$ cat src/rtl/bdd_sbox_dr_sequencer.sv
// Controller for the dual-rail precharged BDD S-box slices: drives select rails and pre,
// sequences precharge/evaluate, and collects the dual-rail result with protocol checking.
module bdd_sbox_dr_sequencer #(
   parameter int unsigned PRE_CYCLES   = 2,
   parameter int unsigned EVAL_TIMEOUT = 8,
   parameter int unsigned SYNC_STAGES  = 2
) (
   input  logic       clk,
   input  logic       rst_n,
   input  logic       in_valid,
   output logic       in_ready,
   input  logic [3:0] in_data,
   output logic [3:0] select,
   output logic [3:0] select_bar,
   output logic       pre,
   input  logic [3:0] u_out,
   input  logic [3:0] c_out,
   output logic       out_valid,
   input  logic       out_ready,
   output logic [3:0] out_data,
   output logic       fault,
   output logic [1:0] fault_code
);

   localparam int unsigned CntMax = (PRE_CYCLES > EVAL_TIMEOUT) ? PRE_CYCLES : EVAL_TIMEOUT;
   localparam int unsigned CntW   = $clog2(CntMax + 1);

   typedef enum logic [2:0] {StIdle, StPre, StEval, StHold, StReturn} state_e;

   state_e                        state_q, state_d;
   logic [CntW-1:0]               cnt_q, cnt_d;
   logic [3:0]                    nib_q, nib_d;
   logic [3:0]                    out_data_q, out_data_d;
   logic                          fault_q, fault_d;
   logic [1:0]                    code_q, code_d;
   logic                          set_fault;
   logic [1:0]                    cause;
   logic                          in_ready_q, pre_q, out_valid_q;
   logic [3:0]                    select_q, select_bar_q;
   logic                          pre_d;
   logic [SYNC_STAGES-1:0][3:0]   u_sync_q, c_sync_q;
   logic [3:0]                    us, cs;

   always_ff @(posedge clk or negedge rst_n) begin
      if (!rst_n) begin
         u_sync_q <= '0;
         c_sync_q <= '0;
      end else begin
         u_sync_q[0] <= u_out;
         c_sync_q[0] <= c_out;
         for (int i = 1; i < SYNC_STAGES; i++) begin
            u_sync_q[i] <= u_sync_q[i-1];
            c_sync_q[i] <= c_sync_q[i-1];
         end
      end
   end

   assign us = u_sync_q[SYNC_STAGES-1];
   assign cs = c_sync_q[SYNC_STAGES-1];

   always_comb begin
      state_d    = state_q;
      cnt_d      = cnt_q;
      nib_d      = nib_q;
      out_data_d = out_data_q;
      fault_d    = fault_q;
      code_d     = code_q;
      set_fault  = 1'b0;
      cause      = 2'd0;
      unique case (state_q)
         StIdle: begin
            // in_ready_q is low in the first cycle after reset, so gate on it
            if (in_valid && in_ready_q) begin
               nib_d   = in_data;
               cnt_d   = '0;
               state_d = StPre;
            end
         end
         StPre: begin
            if (cnt_q == CntW'(PRE_CYCLES - 1)) begin
               if (|{us, cs}) begin
                  set_fault = 1'b1;
                  cause     = 2'd1;
                  state_d   = StIdle;
               end else begin
                  cnt_d   = '0;
                  state_d = StEval;
               end
            end else begin
               cnt_d = cnt_q + 1'b1;
            end
         end
         StEval: begin
            // Both-rails-high outranks completion and timeout
            if (|(us & cs)) begin
               set_fault = 1'b1;
               cause     = 2'd2;
               state_d   = StReturn;
            end else if (&(us ^ cs)) begin
               out_data_d = us;
               state_d    = StHold;
            end else if (cnt_q == CntW'(EVAL_TIMEOUT - 1)) begin
               set_fault = 1'b1;
               cause     = 2'd3;
               state_d   = StReturn;
            end else begin
               cnt_d = cnt_q + 1'b1;
            end
         end
         StHold: begin
            if (out_ready) state_d = StReturn;
         end
         StReturn: begin
            if (!(|{us, cs})) state_d = StIdle;
         end
         default: state_d = StIdle;
      endcase
      if (set_fault && !fault_q) begin
         fault_d = 1'b1;
         code_d  = cause;
      end
   end

   // Outputs are registered from the next state so reset values are all-zero
   assign pre_d = (state_d == StEval) || (state_d == StHold);

   always_ff @(posedge clk or negedge rst_n) begin
      if (!rst_n) begin
         state_q      <= StIdle;
         cnt_q        <= '0;
         nib_q        <= '0;
         out_data_q   <= '0;
         fault_q      <= 1'b0;
         code_q       <= 2'd0;
         in_ready_q   <= 1'b0;
         pre_q        <= 1'b0;
         out_valid_q  <= 1'b0;
         select_q     <= '0;
         select_bar_q <= '0;
      end else begin
         state_q      <= state_d;
         cnt_q        <= cnt_d;
         nib_q        <= nib_d;
         out_data_q   <= out_data_d;
         fault_q      <= fault_d;
         code_q       <= code_d;
         in_ready_q   <= (state_d == StIdle);
         pre_q        <= pre_d;
         out_valid_q  <= (state_d == StHold);
         select_q     <= pre_d ? nib_d : 4'h0;
         select_bar_q <= pre_d ? ~nib_d : 4'h0;
      end
   end

   assign in_ready   = in_ready_q;
   assign pre        = pre_q;
   assign select     = select_q;
   assign select_bar = select_bar_q;
   assign out_valid  = out_valid_q;
   assign out_data   = out_data_q;
   assign fault      = fault_q;
   assign fault_code = code_q;

endmodule
$ cat config.mk
export PLATFORM = sky130hd
export DESIGN_NAME = bdd_sbox_dr_sequencer
export DESIGN_NICKNAME = d
export VERILOG_FILES = /design/src/rtl/bdd_sbox_dr_sequencer.sv
export SDC_FILE = /design/constraint.sdc
export NUM_CORES = 1
export LEC_CHECK = 0
export ABC_CLOCK_PERIOD_IN_PS = 2100
export CAP_MARGIN = 20
export CORE_MARGIN = 3
export CORE_UTILIZATION = 51
export DETAILED_ROUTE_END_ITERATION = 8
export PLACE_DENSITY = 0.83
export RECOVER_POWER = 50
export SYNTH_ARGS = -nofsm -noshare
export SYNTH_HDL_FRONTEND = slang
export SYNTH_SLANG_ARGS = --single-unit
$ cat constraint.sdc
create_clock -name clk -period 2.1 [get_ports clk]
set_input_delay 0.315 -clock clk [delete_from_list [all_inputs] [get_ports clk]]
set_output_delay 0.315 -clock clk [all_outputs]
set_load 0.005 [all_outputs]
Word level (Yosys, flattened, before mapping)
Index checks and enable logic that the tools add are counted.
Cells by class
  bitwise gates (word level): 4
  add/sub/neg operators: 1
  reductions and logical operators: 12
  eq/ne operators: 13
  mux-type cells: 32
Operator list (count)
  two-way mux 4 bit: 10
  two-way mux 3 bit: 7
  one-hot mux 3 bit (5 select lines): 1
  == test 3 x 2 -> 1 bit, second input constant: 4
  one-hot mux 4 bit (3 select lines): 1
  AND reduction 6 bit: 2
  two-way mux 2 bit: 4
  != test 2 bit, second input constant: 4
  OR reduction 8 bit: 1
  two-way mux 1 bit: 7
  logical NOT 3 bit: 2
  adder 4 x 1 -> 4 bit, second input constant: 1
  AND 4 bit: 1
  == test 4 x 1 -> 1 bit, second input constant: 1
  == test 4 x 3 -> 1 bit, second input constant: 1
  inverter 4 bit: 1
  one-hot mux 2 bit (2 select lines): 1
  AND reduction 4 bit: 1
  OR reduction 4 bit: 1
  bitwise XOR 4 bit: 1
  == test 3 x 1 -> 1 bit, second input constant: 1
  == test 3 bit, second input constant: 1
  != test 3 bit, second input constant: 1
  nonzero test 3 bit: 1
  5 further kinds: 6
Word-level totals
  logic and storage cells: 77
  output and inout bits: 18
  bits of input ports: 16
  register bits after elaboration: 45

Logic depth before layout (Yosys ltp)
  depth in word-level cells: 8
  depth in mapped cells: 7
  mapped depth without buffers: 6

Worst setup path after synthesis
OpenSTA, ideal clock, no wires.
  path kind: flip-flop to flip-flop
  start: register u_sync_q (netlist bit us[1])
  end: register cnt_q[1]
  setup time: 0.125 ns
  path slack: 0.139 ns
  required time: 1.975 ns
  cell stages (with the launch flop): 6
  clock period less this slack: 1.961 ns
  buffers on the path: 0
  arrival time: 1.836 ns
  path through: dfrtp_1 ha_1 or4_4 o21ai_1 and3_4 mux2_4
Between the ends
  word-level cells in the longest chain between the ends: 4
  elaborated cells between the ends (all ways): 9
  classes of those cells: eq/ne: 3; bitwise: 2; reduce/logical: 4
Ends and longest elaborated chain
  from (decl): RTL line 41  | logic [SYNC_STAGES-1:0][3:0] u_sync_q, c_sync_q;
  from (signal, indexed assignment): RTL line 52  | u_sync_q[i] <= u_sync_q[i-1];
  bitwise XOR 4 bit or AND 4 bit (tied branches): RTL line 99, 95
  AND reduction 4 bit or OR reduction 4 bit (tied branches): RTL line 99, 95
  != test 2 bit (no source line)
  AND reduction 6 bit (no source line) (*)
  to (signal assigned): RTL line 142  | cnt_q <= cnt_d;
  to (decl): RTL line 31  | logic [CntW-1:0] cnt_q, cnt_d;
Every way passes the cells marked *; elsewhere a longest branch is shown, timed or not.
A chain may end at the register's enable or synchronous reset.

Final worst setup path
Ends and elaborated chain as after synthesis.

==> out/summary.md <==
CTS placed an instance of clkbuf_4 at the clock tree root. The time the final worst path needs with I/O delays and setup came out at 2.02 ns. The total power divided by cell area works out to 920 nW/µm². On the final layout, the worst clock skew is 0.00704 ns. The final route contains 1192 vias. For this run, the leading register cell type out of synthesis is dfrtp_1.

The placeable core area was 3200 µm². In this run the power spent charging and discharging nets is 579 µW. The share of synthesized area in the top cell type comes to 62.6%. For the later-pin clock latency in the skew report, the log shows 0.36 ns.

For this run, the number of standard cells in the final layout without fillers is 222. The clock passes through at most 2 buffers. The number of placed instances, taps included, is 214.

Across all setup checks in the final design, the least slack found is 0.0771 ns. Synthesis inferred 45 register bits. The net switching share of the total power was 27.0%.

The number of antenna diodes in the final layout is 0. The number of DRC violations after detailed-routing iteration 0 is 73, and the final antenna-violating net count is 0. The run gives 241 as the count of filler cells inserted in the layout. For the internal power contribution, the log shows 1560 µW. The share of flip-flops with an asynchronous set or reset is 100%. At the worst endpoint, the arrival time is 2.28 ns.

Counting the buffers created by CTS gives 5. Capture instance of the worst register-to-register path: cnt_q[1]. After detailed routing, the number of remaining DRC violations is 0. The count of buffers added on input and output ports is 33. The logs give 1294 for the number of global-route vias before repair and 0 for the max-slew violation count.

The first detailed-routing pass ran for 4 iterations. The final setup violation count was 0. The mean cell area of the mapped netlist works out to 13.9 µm². The total global-route track usage is 18.5%. The maximum fanout count along the critical path is 5. The run gives 0.00105 µW as the leakage power total. The tools report the startpoint type of the worst setup path as a flip-flop.

The finished cells cover 2330 µm². The pin count of the biggest net entering global routing came out at 46. Measured against its own limit, the worst slew margin works out to 28.4%.

Of the total power, the clock network draws 25.9%. The final layout net count is 199. The largest total area in the synthesized netlist belongs to dfrtp_1. In this run the post-CTS setup repair buffer count came out at 0. The minimum setup slack among reg-to-reg paths is 0.08 ns. At the pin with the least slew margin, the transition time is 1.07 ns. Global placer's final weighted congestion: 0.730. The die covers 4270 µm². For the number of antenna violations at the first check in global routing, the log shows 0. In the post-synthesis netlist, the biggest area contributors are dfrtp_1, mux2_2, ha_1, buf_6, nor2b_1. Sequential cells burn 47.7% of the power. The floorplan has 20 rows.

TritonCTS built the clock tree. The relative area change from synthesis to final layout is 29.6%. The run finished with clean final reports. Max-cap violations in this run came to 0.

For the maximum level of the CTS H-tree, the log shows 2. The number of cells produced by synthesis is 129, and the distinct cell type count of the synthesized netlist is 41. The wire length per cell is 15.2 µm. Setup repair after global routing could not meet its margin everywhere.

For the worst endpoint required time, the log shows 2.36 ns. The logs give 0 for the number of failing hold endpoints at the final stage and 34 for the number of placed I/O pins. The width of the die was 65.4 µm.

STA classifies the critical path endpoint as a flip-flop. The worst-case vdd ir drop was 0.000541 V; the number of synthesized flops with an enable pin was 0. After clock tree synthesis, the flow added hold-fix buffers numbering 0.

The tools report the post-cts sizing count as 1. Counting every net in the synthesized netlist gives 151. After detailed placement, the total cell area comes to 2230 µm². The worst reg-to-reg path cell count was 5; the clock sink count was 45.

Most repeated cell in the gate-level netlist after synthesis: dfrtp_1. Of the available clock period, the critical path in the final layout requires 96.3%. For this run the aggregate overflow at the end of global routing stands at 0. After detailed routing, the total wire length is 3370 µm. From bottom edge to top edge, the die measures 65.4 µm. The run gives 2510 µm as the half-perimeter wire length after placement. Once the floorplan was initialized, standard cells occupied 56.1% of the core. The clock-pin slew reported for the worst setup and hold paths after clock tree synthesis is 0.13 ns, and the combinational group share of total power is 26.4%.

In this run the cell area of the synthesized design comes to 1800 µm². In the synthesized netlist, the cells that appear most often are dfrtp_1, mux2_2, nor2_1. The worst hold path class is input port to asynchronous set/reset pin. The tools report the total of warnings raised by yosys as 0.

The ratio of routed vias to standard cells is 5.37. The worst flop-to-flop path startpoint was us[1]. Timing would allow up to 0.494 GHz. Share of cells above drive strength 1: 23.0%. By startpoint and endpoint, the worst setup path is classified as flip-flop to flip-flop. The first global-routing pass estimated 5870 µm of wire.

The share of the Yosys chip area taken by registers is 62.6%. Timing analysis after detailed placement gives a worst setup slack of -0.118 ns. Cells fill 72.7% of the core in the end.
[worst max-delay path, cell delays in order, from the launching register on]
cell	delay, ns
dfrtp_1	0.41
ha_1	0.21
or4_4	0.60
o21ai_4	0.19
and3_4	0.22
mux2_4	0.29
[cells by family after synthesis]
kind of cell | Yosys count | share of synthesized area [%]
DFF | 45 | 62.6
muxes | 10 | 6.40
and+or+nand+nor | 41 | 16.3
AOI/OAI and AO/OA | 18 | 7.38
buffers and inverters | 9 | 3.13
adders and majority gates | 6 | 4.18
[routing by layer]
layer | global-route usage [%] | wire [µm]
met4 | 6.74 | 56
met5 | 0 | 0
met2 | 32.6 | 1800
met3 | 5.98 | 147
met1 | 20.9 | 1370
[flip-flops by register name, summed over array words and instances, names as in the netlist, 2 cells and up]
register    cells
c_sync_q        4
cnt_q           4
cs              4
fault_code      2
nib_q           4
out_data        4
select          4
select_bar      4
state_q         3
u_sync_q        4
us              4
[through the flow]
step / hold slack, ns / TNS [ns] / power [µW]
6_report: 0.218 / 0 / 2140
3_5_place_dp: 0.335 / -0.257 / 1610
5_1_grt: 0.275 / -0.0141 / 2290
3_3_place_gp: 0.332 / -0.0580 / 1580
4_1_cts: 0.0213 / 0 / 2170
2_1_floorplan: 0.0194 / 0 / 1390
[layout by cell type, fill, tap and decap left out, types with 2 or more instances in the layout]
cell type,instances
dfrtp_1,45
clkdlybuf4s50_1,24
buf_4,10
dlygate4sd3_1,8
nor2_1,7
mux2_2,7
inv_1,6
ha_1,6
nor2b_1,5
nand3_1,5
clkbuf_4,5
o21ai_0,4
nor3b_1,3
nand2b_1,3
nand4_1,2
or4_4,2
a21oi_1,2
or4_1,2
o211ai_1,2
[power groups by stage]
stage / Sequential (µW) / Combinational, µW / Clock [µW]
after global routing: 1040 / 624 / 623
after detailed placement: 1040 / 570 / 0
after floorplan: 1030 / 355 / 0
after CTS: 1020 / 571 / 569
final: 1020 / 565 / 555
after global placement: 1030 / 546 / 0
[worst max-delay path by stage]
stage	startpoint	end	slack [ns]	depth (start not counted)
finish	us[1]	cnt_q[1]	0.08	5
global route	us[1]	out_data[0]	-0.008	4
CTS	us[1]	cnt_q[1]	0.01	5
detailed placement	out_ready	in_ready	-0.12	4
global placement	out_ready	in_ready	-0.06	4
floorplan	us[1]	cnt_q[1]	0.14	5
[final cells by class]
class                      instances  area, µm²  share of cell area, %
tap                               44       55.1                   2.36
inverter                           6       22.5                  0.967
clock buffer                       6       51.3                   2.20
sequential                        45       1130                   48.3
clock inverter                     2       37.5                   1.61
timing repair buffer              44        405                   17.4
multi-input combinational         75        632                   27.1
Power figures use the tool's default switching activity.
